--- src/rtl/cpu_pkg.sv ---
// cpu_pkg: shared register indices, PC increment and MEM/WB pipeline register layout
package cpu_pkg;
  localparam int XLEN = 64;
  localparam logic [4:0] REG_ZERO = 5'd31;
  localparam logic [4:0] REG_LINK = 5'd30;
  localparam int PC_INC = 4;
  typedef struct packed {
    logic            valid;
    logic            RegWrite;
    logic            MemtoReg;
    logic            BLsignal;
    logic [4:0]      Rd;
    logic [XLEN-1:0] alu;
    logic [XLEN-1:0] rdata;
    logic [XLEN-1:0] pc;
  } mem_wb_t;
endpackage

--- src/rtl/mux64_2x1.sv ---
// mux64_2x1: two-input datapath multiplexer, in1 selected when sel is high
module mux64_2x1 #(
  parameter int W = 64
) (
  input  logic [W-1:0] in0,
  input  logic [W-1:0] in1,
  input  logic         sel,
  output logic [W-1:0] out
);
  assign out = sel ? in1 : in0;
endmodule

--- src/rtl/wb_bypass.sv ---
// wb_bypass: forwards the pending write-back value to both ID operand reads
module wb_bypass #(
  parameter int DATA_W = 64
) (
  input  logic              i_we,
  input  logic [4:0]        i_rd,
  input  logic [DATA_W-1:0] i_dw,
  input  logic [4:0]        i_ra,
  input  logic [4:0]        i_rb,
  input  logic [DATA_W-1:0] i_da,
  input  logic [DATA_W-1:0] i_db,
  output logic [DATA_W-1:0] o_da,
  output logic [DATA_W-1:0] o_db
);
  // X31 never matches because the write enable is already suppressed for it
  always_comb begin
    o_da = (i_we && i_rd == i_ra) ? i_dw : i_da;
    o_db = (i_we && i_rd == i_rb) ? i_dw : i_db;
  end
endmodule

--- src/rtl/data_wb.sv ---
// data_wb: MEM/WB register, write-back select, regfile write port, bypass and retire count
module data_wb
  import cpu_pkg::*;
#(
  parameter int DATA_W = 64,
  parameter int CNT_W  = 32
) (
  input  logic              clk,
  input  logic              reset,
  input  logic              stall,
  input  logic              flush,
  input  logic              mem_valid,
  input  logic              mem_RegWrite,
  input  logic              mem_MemtoReg,
  input  logic              mem_BLsignal,
  input  logic [4:0]        mem_Rd,
  input  logic [DATA_W-1:0] mem_alu,
  input  logic [DATA_W-1:0] mem_rdata,
  input  logic [DATA_W-1:0] mem_pc,
  input  logic [4:0]        id_Ra,
  input  logic [4:0]        id_Rb,
  input  logic [DATA_W-1:0] rf_Da,
  input  logic [DATA_W-1:0] rf_Db,
  output logic              wb_RegWrite,
  output logic [4:0]        wb_Rd,
  output logic [DATA_W-1:0] wb_Dw,
  output logic [DATA_W-1:0] Da_out,
  output logic [DATA_W-1:0] Db_out,
  output logic [CNT_W-1:0]  retired
);
  mem_wb_t           r_wb;
  logic [CNT_W-1:0]  r_retired;
  logic [DATA_W-1:0] w_mem_data;
  logic [DATA_W-1:0] w_link;
  // Flush turns the slot into a bubble (priority over stall); stall holds every field
  always_ff @(posedge clk or posedge reset) begin
    if (reset) r_wb <= '0;
    else if (flush) r_wb.valid <= 1'b0;
    else if (!stall) r_wb <= '{valid: mem_valid, RegWrite: mem_RegWrite, MemtoReg: mem_MemtoReg,
                               BLsignal: mem_BLsignal, Rd: mem_Rd, alu: mem_alu,
                               rdata: mem_rdata, pc: mem_pc};
  end
  // The occupant retires when it leaves WB: on an unstalled edge or when flushed; saturating
  always_ff @(posedge clk or posedge reset) begin
    if (reset) r_retired <= '0;
    else if (r_wb.valid && (!stall || flush) && r_retired != '1) r_retired <= r_retired + CNT_W'(1);
  end
  assign w_link = r_wb.pc + DATA_W'(PC_INC);
  mux64_2x1 #(.W(DATA_W)) u_mux_mem (.in0(r_wb.alu), .in1(r_wb.rdata), .sel(r_wb.MemtoReg), .out(w_mem_data));
  mux64_2x1 #(.W(DATA_W)) u_mux_link (.in0(w_mem_data), .in1(w_link), .sel(r_wb.BLsignal), .out(wb_Dw));
  // BL always targets the link register; writes aimed at X31 are dropped
  always_comb begin
    wb_Rd       = r_wb.BLsignal ? REG_LINK : r_wb.Rd;
    wb_RegWrite = r_wb.valid && (r_wb.RegWrite || r_wb.BLsignal) && wb_Rd != REG_ZERO;
  end
  wb_bypass #(.DATA_W(DATA_W)) u_bypass (
    .i_we(wb_RegWrite), .i_rd(wb_Rd), .i_dw(wb_Dw), .i_ra(id_Ra), .i_rb(id_Rb),
    .i_da(rf_Da), .i_db(rf_Db), .o_da(Da_out), .o_db(Db_out)
  );
  assign retired = r_retired;
endmodule

--- config.mk ---
export PLATFORM = sky130hd
export DESIGN_NAME = data_wb
export DESIGN_NICKNAME = d
export VERILOG_FILES = /design/src/rtl/cpu_pkg.sv /design/src/rtl/mux64_2x1.sv /design/src/rtl/wb_bypass.sv /design/src/rtl/data_wb.sv
export SDC_FILE = /design/constraint.sdc
export NUM_CORES = 1
export LEC_CHECK = 0
export ABC_AREA = 1
export CAP_MARGIN = 20
export CORE_AREA = 2 2 222 224
export CTS_CLUSTER_SIZE = 28
export DETAILED_ROUTE_END_ITERATION = 6
export DIE_AREA = 0 0 224 226
export SYNTH_ARGS = -nofsm -noshare
export SYNTH_HDL_FRONTEND = slang
export SYNTH_SLANG_ARGS = --single-unit
--- constraint.sdc ---
create_clock -name clk -period 12.05 [get_ports clk]
set_input_delay 1.205 -clock clk [delete_from_list [all_inputs] [get_ports clk]]
set_output_delay 1.205 -clock clk [all_outputs]
set_load 0.1 [all_outputs]
==> results of run 1 <==
[logic make-up after synthesis]
family | synth area share (%)
simple gates | 37.7
compound gates | 11.0
buf+inv | 7.99
flops | 40.9
xor+xnor | 2.28
fa+ha+maj | 0.176
[stage by stage]
step / worst slack [ns] / cells
CTS: 5.66 / 3396
floorplan: 4.46 / 2229
global placement: 6.19 / 3340
global route: 5.45 / 3401
detailed placement: 6.15 / 3340
finish: 5.69 / 3402
[flip-flops by register name, indices dropped and copies added (netlist names)]
| signal | cells |
|---|---|
| r_wb | 201 |
| retired | 32 |
[placed cells by master, fill, tap and decap left out, types with 5 or more instances in the layout]
master | synthesis | final
nand2_1 | 1078 | 1078
clkdlybuf4s50_1 | 0 | 571
dfrtp_1 | 233 | 231
o21ai_0 | 214 | 214
inv_1 | 179 | 177
nor2_1 | 177 | 176
nand3_1 | 77 | 77
a21oi_1 | 57 | 57
clkbuf_16 | 0 | 31
xor2_1 | 28 | 28
nor3_1 | 20 | 20
buf_4 | 3 | 17
nand4_1 | 11 | 11
o22ai_1 | 10 | 10
xnor2_1 | 9 | 9
clkbuf_8 | 0 | 8
a31oi_1 | 6 | 6
clkinv_2 | 0 | 5
o211ai_1 | 5 | 5
bufinv_16 | 0 | 5
[per-layer routing]
metal	wire length [um]	vias up	global-route usage [%]
met3	5260	88	6.08
li1	-	7988	-
met4	1580	6	6.80
met5	43	-	0
met2	31100	604	41.3
met1	29900	7676	35.3
[final cells by class]
class | count | area share (%)
well taps | 622 | 3.61
diodes | 4 | 0.0464
flip-flops and latches | 233 | 27.1
repair buffers | 590 | 27.2
inverters | 183 | 3.22
multi-input cells | 1714 | 33.7
clock inverters | 14 | 0.968
clock buffers | 42 | 4.16
[worst paths after layout]
check	endpoint	slack [ns]	cells past startpoint
max in group asynchronous	r_wb[122]	9.43	3
min in group asynchronous	r_wb[82]	1.13	2
min	r_wb[181]	0.46	2
max	Db_out[49]	5.69	12
min reg2reg	r_wb[181]	0.46	2
max reg2reg	retired[19]	9.60	10
[power breakdown]
group	switching [mW]	internal (mW)
sequential	0.0784	0.878
clock	0.375	0.623
combinational	1.00	0.345
[Yosys cell counts (5+ instances only)]
cell type  number  area [um^2]
clkbuf_1       61          229
o22ai_1        10         62.6
nor2_1        177          664
inv_1         179          672
o21ai_0       214         1070
o211ai_1        5         37.5
buf_6           6         67.6
nand4_1        11         68.8
nor3_1         20          100
xor2_1         28          245
xnor2_1         9         78.8
dfrtp_1       233         5830
nand3_1        77          385
a31oi_1         6         37.5
buf_1          10         37.5
nand2_1      1078         4050
buf_2          19         95.1
a21oi_1        57          285
[tightest hold or removal path, stage by stage (launching register included)]
cell and delay [ns]:
dfrtp_1 0.34, nand2_1 0.05, nand2_1 0.04
==> results.sh, run 1 <==
export IMPL_grt_max_degree=99
export IMPL_ys_ff_latch=233
export IMPL_path_class="reg -> out"
export IMPL_slew_headroom_pct=27.3
export IMPL_clock_sinks=233
export IMPL_syn_inst=2229
export IMPL_crit_family="buffers and inverters"
export IMPL_cts_tree="built"
export IMPL_via_count=16400
export IMPL_grt_pass1_wl_mm=99.1
export IMPL_ctsResizeCount=0
export IMPL_final_core_util_pct=44.6
export IMPL_fmax_mhz=157
export IMPL_startpoint_type="register"
export IMPL_grt_overflow_total=0
export IMPL_syn_area_um2=14200
export IMPL_async_flop_share_pct=100
export IMPL_ant_nets=0
export IMPL_grt_use_total_pct=25.9
export IMPL_grt_pass1_vias=15800
export IMPL_powerDensity_nw_per_um2=153
export IMPL_drive_gt1_share_pct=3.35
export IMPL_min_period_ns=6.36
export IMPL_fin_tns_setup_ns=0
export IMPL_ys_warn_count=0
export IMPL_startpoint="r_wb[197]"
export IMPL_holdCritStartpoint="r_wb[181]"
export IMPL_clk_latency_ns=0.58
export IMPL_synth_nets=2574
export IMPL_drt_iter0_markers=1339
export IMPL_initial_core_util_pct=29.5
export IMPL_cp_slowest_stage_delay_ns=1.13
export IMPL_max_vdd_ir_drop_uv=117
export IMPL_finalCritPeriodShare_pct=52.8
export IMPL_synth_edff_count=0
export IMPL_place_area_um2=20400
export IMPL_cp_slowest_cell="clkdlybuf4s50_1"
export IMPL_register_area_um2=5840
export IMPL_crit_buf_inv=6
export IMPL_final_setup_viol_count=0
export IMPL_clockBufferDepth=3
export IMPL_postCtsSetupRepairBufs=0
export IMPL_port_buffers=572
export IMPL_cts_root_buf="clkbuf_16"
export IMPL_path_max_fanout=37
export IMPL_post_drt_wl_per_cell_um=19.9
export IMPL_dieArea_um2=50600
export IMPL_die_h_um=226
export IMPL_cts_max_level=1
export IMPL_end_kind="primary output"
export IMPL_max_slew_worst_pin_slew_ns=1.09
export IMPL_clk_pin_slew_ns=0.06
export IMPL_ys_seq_area_share_pct=40.9
export IMPL_num_rows=81
export IMPL_r2r_start="retired[1]"
export IMPL_antenna_found_initial=7
export IMPL_rsz0062_at_grt="false"
export IMPL_filler_cell_count=4989
export IMPL_postSynthAreaPerCell_um2=6.39
export IMPL_finClkSkew_ns=0.0107
export IMPL_die_w_um=224
export IMPL_p_leak_nw=10.0
export IMPL_hpwlAfterDp_mm=52.7
export IMPL_coreArea_um2=48300
export IMPL_hold_violations=0
export IMPL_cpMostUsedCell="inv_2"
export IMPL_p_total_mw=3.30
export IMPL_status="completed"
export IMPL_drt_wl_total_mm=67.8
export IMPL_slew_violations=0
export IMPL_crit_arrival_ns=5.15
export IMPL_cp_required_ns=10.85
export IMPL_stdcell_area_um2=21600
export IMPL_nets=3097
export IMPL_place_gp_congestion=0.941
export IMPL_maxCapViolCount=0
export IMPL_drt_pass1_iterations=7
export IMPL_holdWs_ns=0.464
export IMPL_ys_types=32
export IMPL_hp_class="reg -> reg"
export IMPL_pin_count=573
export IMPL_viasPerCell=4.81
export IMPL_cts_buffers=30
export IMPL_crit_chain="inv_2, nand2_4, inv_2, a21oi_2, nand3_1, nor2_4, buf_4, inv_2, buf_4, nand2_1, nand2_1, clkdlybuf4s50_1"
export IMPL_drc=0
export IMPL_multi_input_area_um2=7280
export IMPL_syn2layout_area_growth_pct=51.5
export IMPL_cts_hold_buffers=0
export IMPL_synth_flop_cell="dfrtp_1"
No activity file was read; power rests on OpenSTA's default activity.
==> run 2: changes to the inputs <==
==> constraint.sdc (replaced) <==
create_clock -name clk -period 5.15 [get_ports clk]
set_input_delay 0.515 -clock clk [delete_from_list [all_inputs] [get_ports clk]]
set_output_delay 0.515 -clock clk [all_outputs]
set_load 0.1 [all_outputs]
==> results.sh, run 2 (synthesized netlist as in run 1, its figures left out) <==
export IMPL_drive_gt1_share_pct=8.51
export IMPL_grt_pass1_vias=15700
export IMPL_maxCapViolCount=0
export IMPL_cts_max_level=1
export IMPL_syn2layout_area_growth_pct=48.9
export IMPL_drt_pass1_iterations=6
export IMPL_crit_buf_inv=1
export IMPL_critical_path_depth=10
export IMPL_multi_input_area_um2=7280
export IMPL_drc=0
export IMPL_pwr_share_comb_pct=41.6
export IMPL_end_kind="primary output"
export IMPL_grt_overflow_total=0
export IMPL_coreArea_um2=48300
export IMPL_cts_root_buf="clkbuf_16"
export IMPL_p_clk_share_pct=28.4
export IMPL_maxUsedRoutingLayer="met5"
export IMPL_num_rows=81
export IMPL_crit_family="simple AND/OR/NAND/NOR gates"
export IMPL_hp_class="in -> async"
export IMPL_cp_slowest_cell="clkdlybuf4s50_1"
export IMPL_rsz0062_at_grt="false"
export IMPL_place_gp_congestion=0.942
export IMPL_clk_pin_slew_ns=0.06
export IMPL_p_switching_mw=3.39
export IMPL_grt_use_total_pct=25.7
export IMPL_p_int_mw=4.10
export IMPL_cp_endpoint="wb_Dw[50]"
export IMPL_filler_cell_count=4973
export IMPL_hold_violations=0
export IMPL_p_total_mw=7.49
export IMPL_slew_violations=0
export IMPL_via_count=16400
export IMPL_pin_count=573
export IMPL_grt_max_degree=169
export IMPL_register_area_um2=5840
export IMPL_min_period_ns=4.43
export IMPL_hpwlAfterDp_mm=52.6
export IMPL_dieArea_um2=50600
export IMPL_clockBufferDepth=3
export IMPL_rrSetupSlack_ns=2.37
export IMPL_crit_arrival_ns=3.91
export IMPL_crit_chain="ha_1, nand2_1, nor2_1, nand2_1, nor2_2, nand3_1, nand2_1, nand2_1, o21ai_1, clkdlybuf4s50_1"
export IMPL_cp_slowest_stage_delay_ns=1.20
export IMPL_mostFrequentLayoutCell="nand2_1"
export IMPL_antenna_found_initial=7
export IMPL_cts_tree="built"
export IMPL_clk_latency_ns=0.58
export IMPL_drt_iter0_markers=1428
export IMPL_cp_required_ns=4.64
export IMPL_initial_core_util_pct=29.5
export IMPL_drt_wl_total_mm=67.2
export IMPL_finalCritPeriodShare_pct=86.0
export IMPL_startpoint="r_wb[2]"
export IMPL_cts_buffers=29
export IMPL_dr_wl_met3_mm=4.09
export IMPL_status="completed"
export IMPL_grt_pass1_wl_mm=99.1
export IMPL_slew_headroom_pct=27.4
export IMPL_powerDensity_nw_per_um2=353
export IMPL_startpoint_type="register"
export IMPL_port_buffers=572
export IMPL_regMostFlops="r_wb"
export IMPL_post_drt_wl_per_cell_um=19.8
export IMPL_cpMostUsedCell="nand2_1"
export IMPL_wl_met1_mm=30.9
export IMPL_die_w_um=224
export IMPL_ctsResizeCount=0
export IMPL_postCtsSetupRepairBufs=0
export IMPL_rr_endpoint="retired[19]"
export IMPL_cts_hold_buffers=0
export IMPL_max_slew_worst_pin_slew_ns=1.09
export IMPL_path_max_fanout=5
export IMPL_p_sw_share_pct=45.3
export IMPL_final_setup_viol_count=0
export IMPL_max_vdd_ir_drop_uv=248
export IMPL_seq_power_share_pct=30.0
export IMPL_die_h_um=226
export IMPL_ant_nets=0
export IMPL_r2r_start="r_wb[200]"
export IMPL_worst_r2r_path_depth=5
export IMPL_path_class="reg -> out"
export IMPL_wl_met2_mm=31.2
export IMPL_most_common_layout_cells="1,078 x nand2_1, 422 x clkdlybuf4s50_1, 231 x dfrtp_1, 214 x o21ai_0, 177 x inv_1"
export IMPL_clock_sinks=233
export IMPL_finClkSkew_ns=0.0114
export IMPL_nets=3097
export IMPL_p_leak_nw=10.1
export IMPL_fin_tns_setup_ns=0
export IMPL_fmax_mhz=226
export IMPL_viasPerCell=4.83
export IMPL_largest_reg_flops=201
==> run 2: final cells by class <==
type / count / share of cell area, %
clock inverters: 12 / 0.737
well taps: 622 / 3.67
inverters: 183 / 3.26
clock buffers: 40 / 3.85
flip-flops and latches: 233 / 27.5
diodes: 3 / 0.0354
repair buffers: 591 / 26.6
multi-input cells: 1714 / 34.3
==> run 2: per-stage QoR <==
stage	worst slack, ns	hold slack, ns	cells	area, um^2	utilization [%]
after floorplan	0.00526	0.437	2229	14200	-
after global placement	1.35	0.448	3343	20200	41.8
after detailed placement	1.33	0.454	3343	20200	41.8
after CTS	0.691	0.213	3395	21200	43.9
after global routing	0.465	0.229	3397	21200	43.9
final	0.722	0.231	3398	21200	43.9
==> run 2: worst min-delay path by stage <==
stage	startpoint	slack, ns	endpoint
4_1_cts	reset	0.21	retired[2]
6_report	reset	0.23	retired[2]
3_3_place_gp	r_wb[163]	0.45	r_wb[163]
5_1_grt	reset	0.23	retired[2]
2_1_floorplan	r_wb[163]	0.44	r_wb[163]
3_5_place_dp	r_wb[181]	0.45	r_wb[181]
==> run 2: layer usage <==
metal	vias up	GRT usage, %
met4	6	4.60
met1	7819	36.9
met5	-	0
li1	7961	-
met2	574	41.1
met3	69	3.97
==> run 2: worst reg2reg max path, delay by kind of cell (launching register included) <==
kind	cells	cell delay [ns]
xor gates and xnor gates	1	0.16
DFF	1	0.40
and+or+nand+nor	3	1.23
AOI/OAI and AO/OA	1	0.86
==> run 2: power groups by stage <==
stage / combinational [mW] / clock, mW / sequential [mW]
after global placement: 3.11 / 0 / 2.27
final: 3.12 / 2.13 / 2.25
after floorplan: 2.02 / 0 / 2.35
after global routing: 3.28 / 2.24 / 2.27
after CTS: 3.13 / 2.17 / 2.24
after detailed placement: 3.12 / 0 / 2.27
